==> config.mk <==
export PLATFORM = sky130hd
export DESIGN_NAME = color_tracker
export DESIGN_NICKNAME = d
export VERILOG_FILES = /design/src/rtl/color_tracker_pkg.sv /design/src/rtl/color_tracker_seq_divider.sv /design/src/rtl/color_tracker.sv
export SDC_FILE = /design/constraint.sdc
export NUM_CORES = 1
export LEC_CHECK = 0
export ABC_CLOCK_PERIOD_IN_PS = 26100
export CAP_MARGIN = 20
export CORE_MARGIN = 2
export CORE_UTILIZATION = 52
export CTS_CLUSTER_SIZE = 25
export DETAILED_ROUTE_END_ITERATION = 16
export PLACE_DENSITY = 0.71
export SLEW_MARGIN = 10
export SYNTH_ARGS = -nofsm -noshare
export SYNTH_HDL_FRONTEND = slang
export SYNTH_SLANG_ARGS = --single-unit
==> constraint.sdc <==
create_clock -name clk -period 26.1 [get_ports clk]
set_clock_uncertainty 0.1 [all_clocks]
set_input_delay 2.61 -clock clk [delete_from_list [all_inputs] [get_ports clk]]
set_output_delay 2.61 -clock clk [all_outputs]
set_load 0.05 [all_outputs]
==> src/rtl/color_tracker_pkg.sv <==
// color_tracker_pkg
// Shared types for the colour tracker: FSM state encoding, aim-point mode
// and an absolute-difference helper used by the deadband filter.
package color_tracker_pkg;

  typedef enum logic [2:0] {
    IDLE   = 3'd0,
    EVAL   = 3'd1,
    DIV_X  = 3'd2,
    DIV_Y  = 3'd3,
    UPDATE = 3'd4
  } state_t;

  typedef enum logic {
    MODE_BBOX     = 1'b0,
    MODE_CENTROID = 1'b1
  } center_mode_t;

  function automatic logic [15:0] abs_diff(input logic [15:0] a, input logic [15:0] b);
    return (a > b) ? (a - b) : (b - a);
  endfunction

endpackage

==> src/rtl/color_tracker_seq_divider.sv <==
// seq_divider
// Restoring unsigned divider, one quotient bit per cycle. The first bit is
// resolved on the start edge itself, so a division occupies DW cycles from
// the start edge to the last step; done pulses for one cycle afterwards and
// quotient holds until the next start.
// Ports:
//   clk, reset            clock, asynchronous active-high reset
//   start                 begin a division (ignored while busy)
//   dividend [DW-1:0]     numerator
//   divisor  [VW-1:0]     denominator
//   busy                  steps still outstanding
//   done                  one-cycle pulse, quotient valid
//   quotient [DW-1:0]     result
module seq_divider #(
  parameter int DW = 29,
  parameter int VW = 19
) (
  input  logic          clk,
  input  logic          reset,
  input  logic          start,
  input  logic [DW-1:0] dividend,
  input  logic [VW-1:0] divisor,
  output logic          busy,
  output logic          done,
  output logic [DW-1:0] quotient
);

  localparam int CW = $clog2(DW + 1);

  logic [VW-1:0] rem;
  logic [DW-1:0] quo;
  logic [CW-1:0] cnt;

  logic          start_ok;
  logic [VW-1:0] src_rem;
  logic [DW-1:0] src_quo;
  logic [VW:0]   trial;
  logic [VW:0]   diff;
  logic [VW-1:0] step_rem;
  logic [DW-1:0] step_quo;

  assign start_ok = start & ~busy;

  // The dividend shifts out of quo MSB-first while quotient bits shift in.
  always_comb begin
    src_rem  = start_ok ? '0 : rem;
    src_quo  = start_ok ? dividend : quo;
    trial    = {src_rem, src_quo[DW-1]};
    diff     = trial - {1'b0, divisor};
    step_rem = trial[VW-1:0];
    step_quo = {src_quo[DW-2:0], 1'b0};
    if (trial >= {1'b0, divisor}) begin
      step_rem = diff[VW-1:0];
      step_quo = {src_quo[DW-2:0], 1'b1};
    end
  end

  always_ff @(posedge clk or posedge reset) begin
    if (reset) begin
      rem  <= '0;
      quo  <= '0;
      cnt  <= '0;
      busy <= 1'b0;
      done <= 1'b0;
    end else begin
      done <= 1'b0;
      if (start_ok) begin
        rem  <= step_rem;
        quo  <= step_quo;
        cnt  <= CW'(DW - 1);
        busy <= 1'b1;
      end else if (busy) begin
        rem <= step_rem;
        quo <= step_quo;
        cnt <= cnt - 1'b1;
        if (cnt == CW'(1)) begin
          busy <= 1'b0;
          done <= 1'b1;
        end
      end
    end
  end

  assign quotient = quo;

endmodule

==> src/rtl/color_tracker.sv <==
// color_tracker
// Classifies RGB565 pixels against runtime thresholds, accumulates bbox,
// count and coordinate sums per frame, and on each v_sync rising edge
// produces a deadband-filtered aim point (bbox midpoint or centroid) with
// a frame-based lost-target flag.
// Ports:
//   clk, reset                       pixel clock, async active-high reset
//   v_sync, DE, x_pixel, y_pixel     video timing and coordinate
//   data                             RGB565 pixel
//   r_min, g_max, b_max              colour thresholds (R>, G<, B<)
//   centroid_mode                    0 bbox midpoint, 1 centroid
//   aim_x, aim_y, aim_detected       filtered aim point and detection flag
//   x/y_min_out, x/y_max_out         last detected bounding box
//   pixel_count_out                  matched pixels in last frame
//   frame_done, frame_overrun        one-cycle status pulses
//   target_off                       lost-target flag
//
// state  | meaning
// IDLE   | accumulating pixels, waiting for frame boundary
// EVAL   | detection test; bbox midpoint or launch X division
// DIV_X  | centroid X division in progress
// DIV_Y  | centroid Y division in progress
// UPDATE | apply deadband, latch outputs, pulse frame_done
module color_tracker
  import color_tracker_pkg::*;
#(
  parameter int H_ACTIVE    = 640,
  parameter int V_ACTIVE    = 480,
  parameter int COORD_W     = 10,
  parameter int CNT_W       = 19,
  parameter int EDGE_MARGIN = 10,
  parameter int MIN_PIXELS  = 50,
  parameter int DEADBAND    = 10,
  parameter int LOST_FRAMES = 180
) (
  input  logic               clk,
  input  logic               reset,
  input  logic               v_sync,
  input  logic               DE,
  input  logic [COORD_W-1:0] x_pixel,
  input  logic [COORD_W-1:0] y_pixel,
  input  logic [15:0]        data,
  input  logic [4:0]         r_min,
  input  logic [5:0]         g_max,
  input  logic [4:0]         b_max,
  input  logic               centroid_mode,
  output logic [COORD_W-1:0] aim_x,
  output logic [COORD_W-1:0] aim_y,
  output logic               aim_detected,
  output logic [COORD_W-1:0] x_min_out,
  output logic [COORD_W-1:0] x_max_out,
  output logic [COORD_W-1:0] y_min_out,
  output logic [COORD_W-1:0] y_max_out,
  output logic [CNT_W-1:0]   pixel_count_out,
  output logic               frame_done,
  output logic               frame_overrun,
  output logic               target_off
);

  localparam int SUM_W  = CNT_W + COORD_W;
  localparam int LOST_W = $clog2(LOST_FRAMES + 1);
  localparam logic [COORD_W-1:0] X_LO   = COORD_W'(EDGE_MARGIN);
  localparam logic [COORD_W-1:0] X_HI   = COORD_W'(H_ACTIVE - EDGE_MARGIN);
  localparam logic [COORD_W-1:0] AIM_X0 = COORD_W'(H_ACTIVE / 2);
  localparam logic [COORD_W-1:0] AIM_Y0 = COORD_W'(V_ACTIVE / 2);
  localparam logic [CNT_W-1:0]   MIN_CNT  = CNT_W'(MIN_PIXELS);
  localparam logic [15:0]        DB       = 16'(DEADBAND);
  localparam logic [LOST_W-1:0]  LOST_MAX = LOST_W'(LOST_FRAMES);

  state_t state, next_state;

  logic vsync_d, vsync_start, match;
  logic [COORD_W-1:0] acc_xmin, acc_xmax, acc_ymin, acc_ymax;
  logic [CNT_W-1:0]   acc_cnt;
  logic [SUM_W-1:0]   acc_sx, acc_sy;

  logic [COORD_W-1:0] snap_xmin, snap_xmax, snap_ymin, snap_ymax;
  logic [CNT_W-1:0]   snap_cnt;
  logic [SUM_W-1:0]   snap_sx, snap_sy;
  center_mode_t       snap_mode;
  logic               snap_det;

  logic [COORD_W-1:0] center_x, center_y, div_center;
  logic [COORD_W:0]   mid_x, mid_y;
  logic [LOST_W-1:0]  lost_cnt;
  logic               seen_target, jump;

  logic             div_start, div_busy, div_done;
  logic [SUM_W-1:0] div_dividend, div_quotient;

  assign vsync_start = v_sync & ~vsync_d;
  assign match = DE & (data[15:11] > r_min) & (data[10:5] < g_max) & (data[4:0] < b_max)
               & (x_pixel > X_LO) & (x_pixel < X_HI);
  assign snap_det = snap_cnt > MIN_CNT;
  assign mid_x = {1'b0, snap_xmin} + {1'b0, snap_xmax};
  assign mid_y = {1'b0, snap_ymin} + {1'b0, snap_ymax};
  // A centroid can never exceed the coordinate range; clamp defensively.
  assign div_center = (|div_quotient[SUM_W-1:COORD_W]) ? '1 : div_quotient[COORD_W-1:0];
  assign jump = target_off | ~seen_target;
  assign div_dividend = (state == EVAL) ? snap_sx : snap_sy;

  always_ff @(posedge clk or posedge reset) begin
    if (reset) begin
      vsync_d  <= 1'b0;
      acc_xmin <= '1;
      acc_ymin <= '1;
      acc_xmax <= '0;
      acc_ymax <= '0;
      acc_cnt  <= '0;
      acc_sx   <= '0;
      acc_sy   <= '0;
    end else begin
      vsync_d <= v_sync;
      // The boundary cycle clears the accumulators and drops its own pixel.
      if (vsync_start) begin
        acc_xmin <= '1;
        acc_ymin <= '1;
        acc_xmax <= '0;
        acc_ymax <= '0;
        acc_cnt  <= '0;
        acc_sx   <= '0;
        acc_sy   <= '0;
      end else if (match) begin
        if (acc_cnt != '1) acc_cnt <= acc_cnt + 1'b1;
        if (x_pixel < acc_xmin) acc_xmin <= x_pixel;
        if (x_pixel > acc_xmax) acc_xmax <= x_pixel;
        if (y_pixel < acc_ymin) acc_ymin <= y_pixel;
        if (y_pixel > acc_ymax) acc_ymax <= y_pixel;
        acc_sx <= acc_sx + SUM_W'(x_pixel);
        acc_sy <= acc_sy + SUM_W'(y_pixel);
      end
    end
  end

  always_ff @(posedge clk or posedge reset) begin
    if (reset) begin
      snap_xmin <= '0;
      snap_xmax <= '0;
      snap_ymin <= '0;
      snap_ymax <= '0;
      snap_cnt  <= '0;
      snap_sx   <= '0;
      snap_sy   <= '0;
      snap_mode <= MODE_BBOX;
    end else if (vsync_start && state == IDLE) begin
      snap_xmin <= acc_xmin;
      snap_xmax <= acc_xmax;
      snap_ymin <= acc_ymin;
      snap_ymax <= acc_ymax;
      snap_cnt  <= acc_cnt;
      snap_sx   <= acc_sx;
      snap_sy   <= acc_sy;
      snap_mode <= center_mode_t'(centroid_mode);
    end
  end

  always_ff @(posedge clk or posedge reset) begin
    if (reset) state <= IDLE;
    else       state <= next_state;
  end

  // X is launched from EVAL; Y is launched from the first DIV_Y cycle once
  // the divider has gone idle, giving 2*D+3 cycles boundary-to-done.
  always_comb begin
    next_state = state;
    div_start  = 1'b0;
    case (state)
      IDLE:   if (vsync_start) next_state = EVAL;
      EVAL: begin
        if (!snap_det || snap_mode == MODE_BBOX) begin
          next_state = UPDATE;
        end else begin
          div_start  = 1'b1;
          next_state = DIV_X;
        end
      end
      DIV_X:  if (div_done) next_state = DIV_Y;
      DIV_Y: begin
        div_start = ~div_busy & ~div_done;
        if (div_done) next_state = UPDATE;
      end
      UPDATE: next_state = IDLE;
      default: next_state = IDLE;
    endcase
  end

  seq_divider #(.DW(SUM_W), .VW(CNT_W)) u_div (
    .clk      (clk),
    .reset    (reset),
    .start    (div_start),
    .dividend (div_dividend),
    .divisor  (snap_cnt),
    .busy     (div_busy),
    .done     (div_done),
    .quotient (div_quotient)
  );

  always_ff @(posedge clk or posedge reset) begin
    if (reset) begin
      aim_x           <= AIM_X0;
      aim_y           <= AIM_Y0;
      aim_detected    <= 1'b0;
      x_min_out       <= '0;
      x_max_out       <= '0;
      y_min_out       <= '0;
      y_max_out       <= '0;
      pixel_count_out <= '0;
      frame_done      <= 1'b0;
      frame_overrun   <= 1'b0;
      target_off      <= 1'b0;
      center_x        <= '0;
      center_y        <= '0;
      lost_cnt        <= '0;
      seen_target     <= 1'b0;
    end else begin
      frame_done    <= 1'b0;
      frame_overrun <= vsync_start & (state != IDLE);
      case (state)
        EVAL: begin
          if (!snap_det) begin
            aim_detected <= 1'b0;
            if (lost_cnt != LOST_MAX) lost_cnt <= lost_cnt + 1'b1;
          end else if (snap_mode == MODE_BBOX) begin
            center_x <= mid_x[COORD_W:1];
            center_y <= mid_y[COORD_W:1];
          end
        end
        DIV_X: if (div_done) center_x <= div_center;
        DIV_Y: if (div_done) center_y <= div_center;
        UPDATE: begin
          frame_done      <= 1'b1;
          pixel_count_out <= snap_cnt;
          if (snap_det) begin
            aim_detected <= 1'b1;
            lost_cnt     <= '0;
            target_off   <= 1'b0;
            seen_target  <= 1'b1;
            x_min_out    <= snap_xmin;
            x_max_out    <= snap_xmax;
            y_min_out    <= snap_ymin;
            y_max_out    <= snap_ymax;
            if (jump || abs_diff(16'(center_x), 16'(aim_x)) > DB) aim_x <= center_x;
            if (jump || abs_diff(16'(center_y), 16'(aim_y)) > DB) aim_y <= center_y;
          end else begin
            target_off <= (lost_cnt >= LOST_MAX);
          end
        end
        default: ;
      endcase
    end
  end

endmodule

Word-level counts from Yosys, hierarchy flattened --
Cells that the tools add are included.
Storage, ports and cells: flip-flop bits (word level) 406, bits in latches 0, memory bits (writable) 0, bits in read-only memories 0, input port bits 57, output and inout bits 83, word-level logic and storage cells 188, memories 0
Cells by class: add/sub/neg operators 12, multipliers 0, div/mod/pow operators 0, order comparisons 16, equality and inequality tests 15, shift operators 0, multiplexer cells 62, bitwise gates (word level) 15, reductions and logical operators 31
Operators with widths (count):
- $mux W29 | 8
- $mux W10 | 18
- $mux W19 | 7
- $add A29 B10 Y29 | 2
- $sub A10 B10 Y11 | 4
- $gt A10 B10 Y1 | 4
- $pmux W10 S2 | 2
- $gt A16 B4 Y1 const B | 2
- $mux W16 | 2
- $mux W8 | 3
- $add A10 B10 Y11 | 2
- $ge A20 B19 Y1 | 1
- $lt A10 B10 Y1 | 2
- $reduce_bool A2 Y1 | 10
- $add A19 B1 Y19 const B | 1
- $gt A19 B6 Y1 const B | 1
- $ne A19 B19 Y1 const B | 1
- $reduce_or A19 Y1 | 1
- $sub A19 B19 Y19 | 1
- $pmux W8 S2 | 1
- $mux W1 | 12
- $mux W3 | 4
- $pmux W3 S4 | 1
- $reduce_and A2 Y1 | 6
- other kinds (27) | 55

Logic depth before layout (Yosys ltp) --
depth in word-level cells 11, gate-level depth with buffers 18, depth with buffers taken out 16

Modules after synthesis --
A second synthesis with hierarchy kept.
Second synthesis, totals: cells, all modules 2674, area total of the unflattened synthesis 24482.2 um2
By module, submodules not included:
- color_tracker | times used 1, cells each 2209, area an instance 20405.8 um2
- seq_divider | times used 1, cells each 465, area an instance 4076.4 um2

Least setup slack after synthesis --
OpenSTA, ideal clock, no wires.
path kind input-to-reg, start input y_pixel[0], end register acc_sy[28], arrival time 5.037 ns, slack 20.829 ns, stages on the path 13, cells stage by stage ha_1 > fa_1 > a21o_1 > a21oi_1 > o21bai_1 > a21oi_1 > o21bai_1 > a21oi_1 > o21bai_1 > a21oi_1 > clkbuf_1 > nor4b_1 > mux2i_1
Between the ends: longest elaborated chain between the ends 3
RTL lines:
- from (decl) | RTL line color_tracker.sv:41 | input logic [COORD_W-1:0] y_pixel,
- $add A29 B10 Y29 | RTL line color_tracker.sv:130 | acc_sy <= acc_sy + SUM_W'(y_pixel);
- $mux W29 | RTL line color_tracker.sv:123 | end else if (match) begin
- $mux W29 | RTL line color_tracker.sv:115 | if (vsync_start) begin
- to (signal assigned) | RTL line color_tracker.sv:130
- to (decl) | RTL line color_tracker.sv:75 | logic [SUM_W-1:0] acc_sx, acc_sy;
Every way passes these cells. The select of a mux whose other input is x is not followed. A chain may end at the register's enable or synchronous reset.

Final worst setup path --
start input g_max[1], end register acc_sx[16]
Between the ends: longest elaborated chain between the ends 6
RTL lines:
- from (decl) | RTL line color_tracker.sv:44 | input logic [5:0] g_max,
- $lt A6 B6 Y1 | RTL line color_tracker.sv:92 | assign match = DE & (data[15:11] > r_min) & (data[10:5] < g_max) & (data[4:0] < b_max)
- $and A1 B1 Y1 (2 in series) | RTL line color_tracker.sv:92
- $and A1 B1 Y1 (2 in series) | RTL line color_tracker.sv:93 | & (x_pixel > X_LO) & (x_pixel < X_HI);
- $reduce_bool A2 Y1 (no source line)
- to (signal assigned) | RTL line color_tracker.sv:129 | acc_sx <= acc_sx + SUM_W'(x_pixel);
- to (decl) | RTL line color_tracker.sv:75
Every way passes these cells.

==> metrics.cfg <==
[yosys]
synthDominantCellAreaShare=0.401
synth_area_leader_cell=dfrtp_1
yosysMostFrequentCell=nand2_1
syn-instance-count=2575
syn_area_mm2=0.0237
ys_ff_latch=406
ys_top_cells_by_area=dfrtp_1 (40%), ha_1 (8.1%), nand2_1 (6.1%)
ys_warn_count=0
synthesis.nets=2794
ys_seq_area_frac=0.430
ys_types=97
synth-edff-count=0
synth_ff_type=dfrtp_1
postSynth.asyncResetShare=1.00
syn_area_per_cell_um2=9.21
synth_common_cells=nand2_1 (385), dfrtp_1 (380), nor2_1 (220)

[clock_network]
clk_pin_slew_ps=60
numClockSinks=406
cts-root-buf=clkbuf_16
cts_tree=done
htree_levels=2
cts_buffers=44
postCtsSetupRepairBufs=0
cts_resized=0
clk_latency_ps=580
hold_buffers=0
clock_path_buffers=3

[global_routing]
gr-usage-all-layers=0.245
grt_max_degree=123
antenna_found_initial=1
grt_pass1_wl_um=94600
grt_pass1_vias=18300
grt-ovfl-total=0

[timing]
hold_viol_final=0
period_share=0.229
setup_tns_ps=0
finalCriticalPeriod_ps=5970
final-setup-viol-count=0
slew_violations=0
slew_headroom=0.264
max_freq_mhz=168
rsz0062_at_grt=no
whs_ps=373
worstMarginPinSlew_ps=1100

[finish]
nets=2876
seqCellArea_mm2=0.0102
drive_above_1_share=0.0974
area_growth_pct=14.5
n_fill_cell=3845
multiInputGateArea_mm2=0.0124

[critical_path]
crit_required_ps=26420
rr_worst_depth=16
cp-end-kind=flip-flop
r2r_end=u_div.rem[18]
timing.rr.start=snap_cnt[0]
path_max_fanout=36
critPathLaunch=g_max[1]
startpoint_type=input port
criticalPathCategory=input port to flip-flop
crit_arrival_ps=6290
r2r_setup_slack_ps=21100

[route]
avgRoutedWirePerCell_um=17.4
via_count=18800
drtIter0Drc=1364
via_per_inst=5.71
drc=0
postRouteAntennaNets=0
first_pass_iters=5
wl_um=57300

[power]
p_sw_mw=0.494
intPower_mw=1.21
seq_power_share=0.421
p_per_area_mw_per_mm2=62.7
combPwrFrac=0.186
power.share.clock=0.394
swShare=0.290
vdd_drop_max_mv=0.0572
leakage_nw=12.6

[worst_hold_path]
worstHoldEndpoint=x_min_out[2]
hold_class=flip-flop to flip-flop
hold_path_startpoint=x_min_out[2]
hold_depth=2

[floorplan]
initial_core_util=0.525
coreArea_mm2=0.0452
die_x_um=218
ios=140
die_y_um=218
rows=78
die_area_mm2=0.0473

[placement]
io_buffers=139
place_congestion=0.932
hpwl_um=41000

[run]
maxCapViolations=0

[outcome]
outcome=finished, final reports clean

cell type report:
| type | count | share of cell area |
|---|---|---|
| Antenna cell | 1 | 0.0000921 |
| Multi-Input combinational cell | 1874 | 0.456 |
| Clock inverter | 16 | 0.00848 |
| Tap cell | 600 | 0.0276 |
| Clock buffer | 64 | 0.0497 |
| Inverter | 167 | 0.0234 |
| Sequential cell | 406 | 0.375 |
| Timing Repair Buffer | 164 | 0.0593 |
power by group through the flow:
stage | clock [mW] | combinational, mW | sequential [mW]
5_1_grt | 0.710 | 0.354 | 0.722
3_5_place_dp | 0 | 0.313 | 0.726
3_3_place_gp | 0 | 0.304 | 0.724
2_1_floorplan | 0 | 0.235 | 0.716
6_report | 0.670 | 0.316 | 0.716
4_1_cts | 0.684 | 0.316 | 0.716
worst max-delay path, cell delays in order:
cell	delay, ps
clkdlybuf4s50_1	460
inv_1	40
ha_1	260
a21o_1	150
a21o_1	170
a21o_1	180
a21o_1	220
a2111oi_4	350
buf_4	460
nand4_1	610
nor4b_1	560
xnor2_1	160
nor2_1	50
layer usage:
metal	global-route usage	routed length, um	share of wire	vias up
li1	-	-	-	9055
met1	0.343	26600	0.46	9208
met2	0.394	26400	0.46	438
met3	0.0381	2820	0.049	91
met4	0.0749	1510	0.026	0
met5	0	0	0	-
flip-flops by register name, indices dropped and copies added, names as in the netlist, 19 cells and up:
signal and cells:
acc_sx 29, acc_sy 29, snap_sx 29, snap_sy 29, u_div.quotient 29, acc_cnt 19, pixel_count_out 19, snap_cnt 19
u_div.rem 19
cell usage in the layout (no fill, tap or decap), drive strengths merged, types with 10 or more instances in the layout:
| cell type | count |
|---|---|
| nand2 | 386 |
| o31ai | 12 |
| nor3 | 33 |
| mux2i | 66 |
| a31oi | 11 |
| nand2b | 17 |
| nor3b | 10 |
| and2 | 27 |
| nor4 | 12 |
| nand4 | 27 |
| inv | 167 |
| dfstp | 26 |
| ha | 153 |
| a21oi | 186 |
| clkinv | 10 |
| o311ai | 14 |
| and3 | 20 |
| a2bb2oi | 10 |
| or3 | 13 |
| buf | 25 |
| a21o | 41 |
| xnor2 | 56 |
| dfrtp | 380 |
| o21bai | 14 |
| clkdlybuf4s50 | 139 |
| a211oi | 20 |
| clkbuf | 64 |
| nor2 | 222 |
| nand3 | 49 |
| o21a | 11 |
| o21ai | 189 |
| mux2 | 89 |
| nor2b | 18 |
| xor2 | 43 |
| o211ai | 19 |
through the flow:
step / total power, mW / instances / area, um2 / setup WS (ps) / util
final: 1.70 / 3292 / 27200 / 20130 / 0.601
after global routing: 1.79 / 3291 / 27200 / 19890 / 0.601
after CTS: 1.72 / 3287 / 27100 / 20140 / 0.600
after detailed placement: 1.04 / 3207 / 25500 / 19540 / 0.565
after global placement: 1.03 / 3207 / 25500 / 19630 / 0.565
after floorplan: 0.951 / 2575 / 23700 / 12140 / -
logic make-up (layout without fill, tap and decap cells):
kind of cell    after synthesis  after routing  share of synthesized area
compound gates              596            596                      0.161
xor+xnor                     99             99                     0.0366
fa+ha+maj                   163            163                     0.0887
buf+inv                     295            411                     0.0501
flops                       406            406                      0.430
mux                         155            155                     0.0703
other cells                   0              1                          0
simple gates                861            861                      0.164
how the worst max path moves through the flow:
stage / cells past startpoint / slack, ps / to
global placement: 13 / 19630 / acc_sx[16]
finish: 13 / 20130 / acc_sx[16]
CTS: 13 / 20140 / acc_sx[16]
floorplan: 1 / 12140 / acc_cnt[0]
detailed placement: 13 / 19540 / acc_sx[16]
global route: 13 / 19890 / acc_sx[16]
No activity file was read; power rests on OpenSTA's default activity.
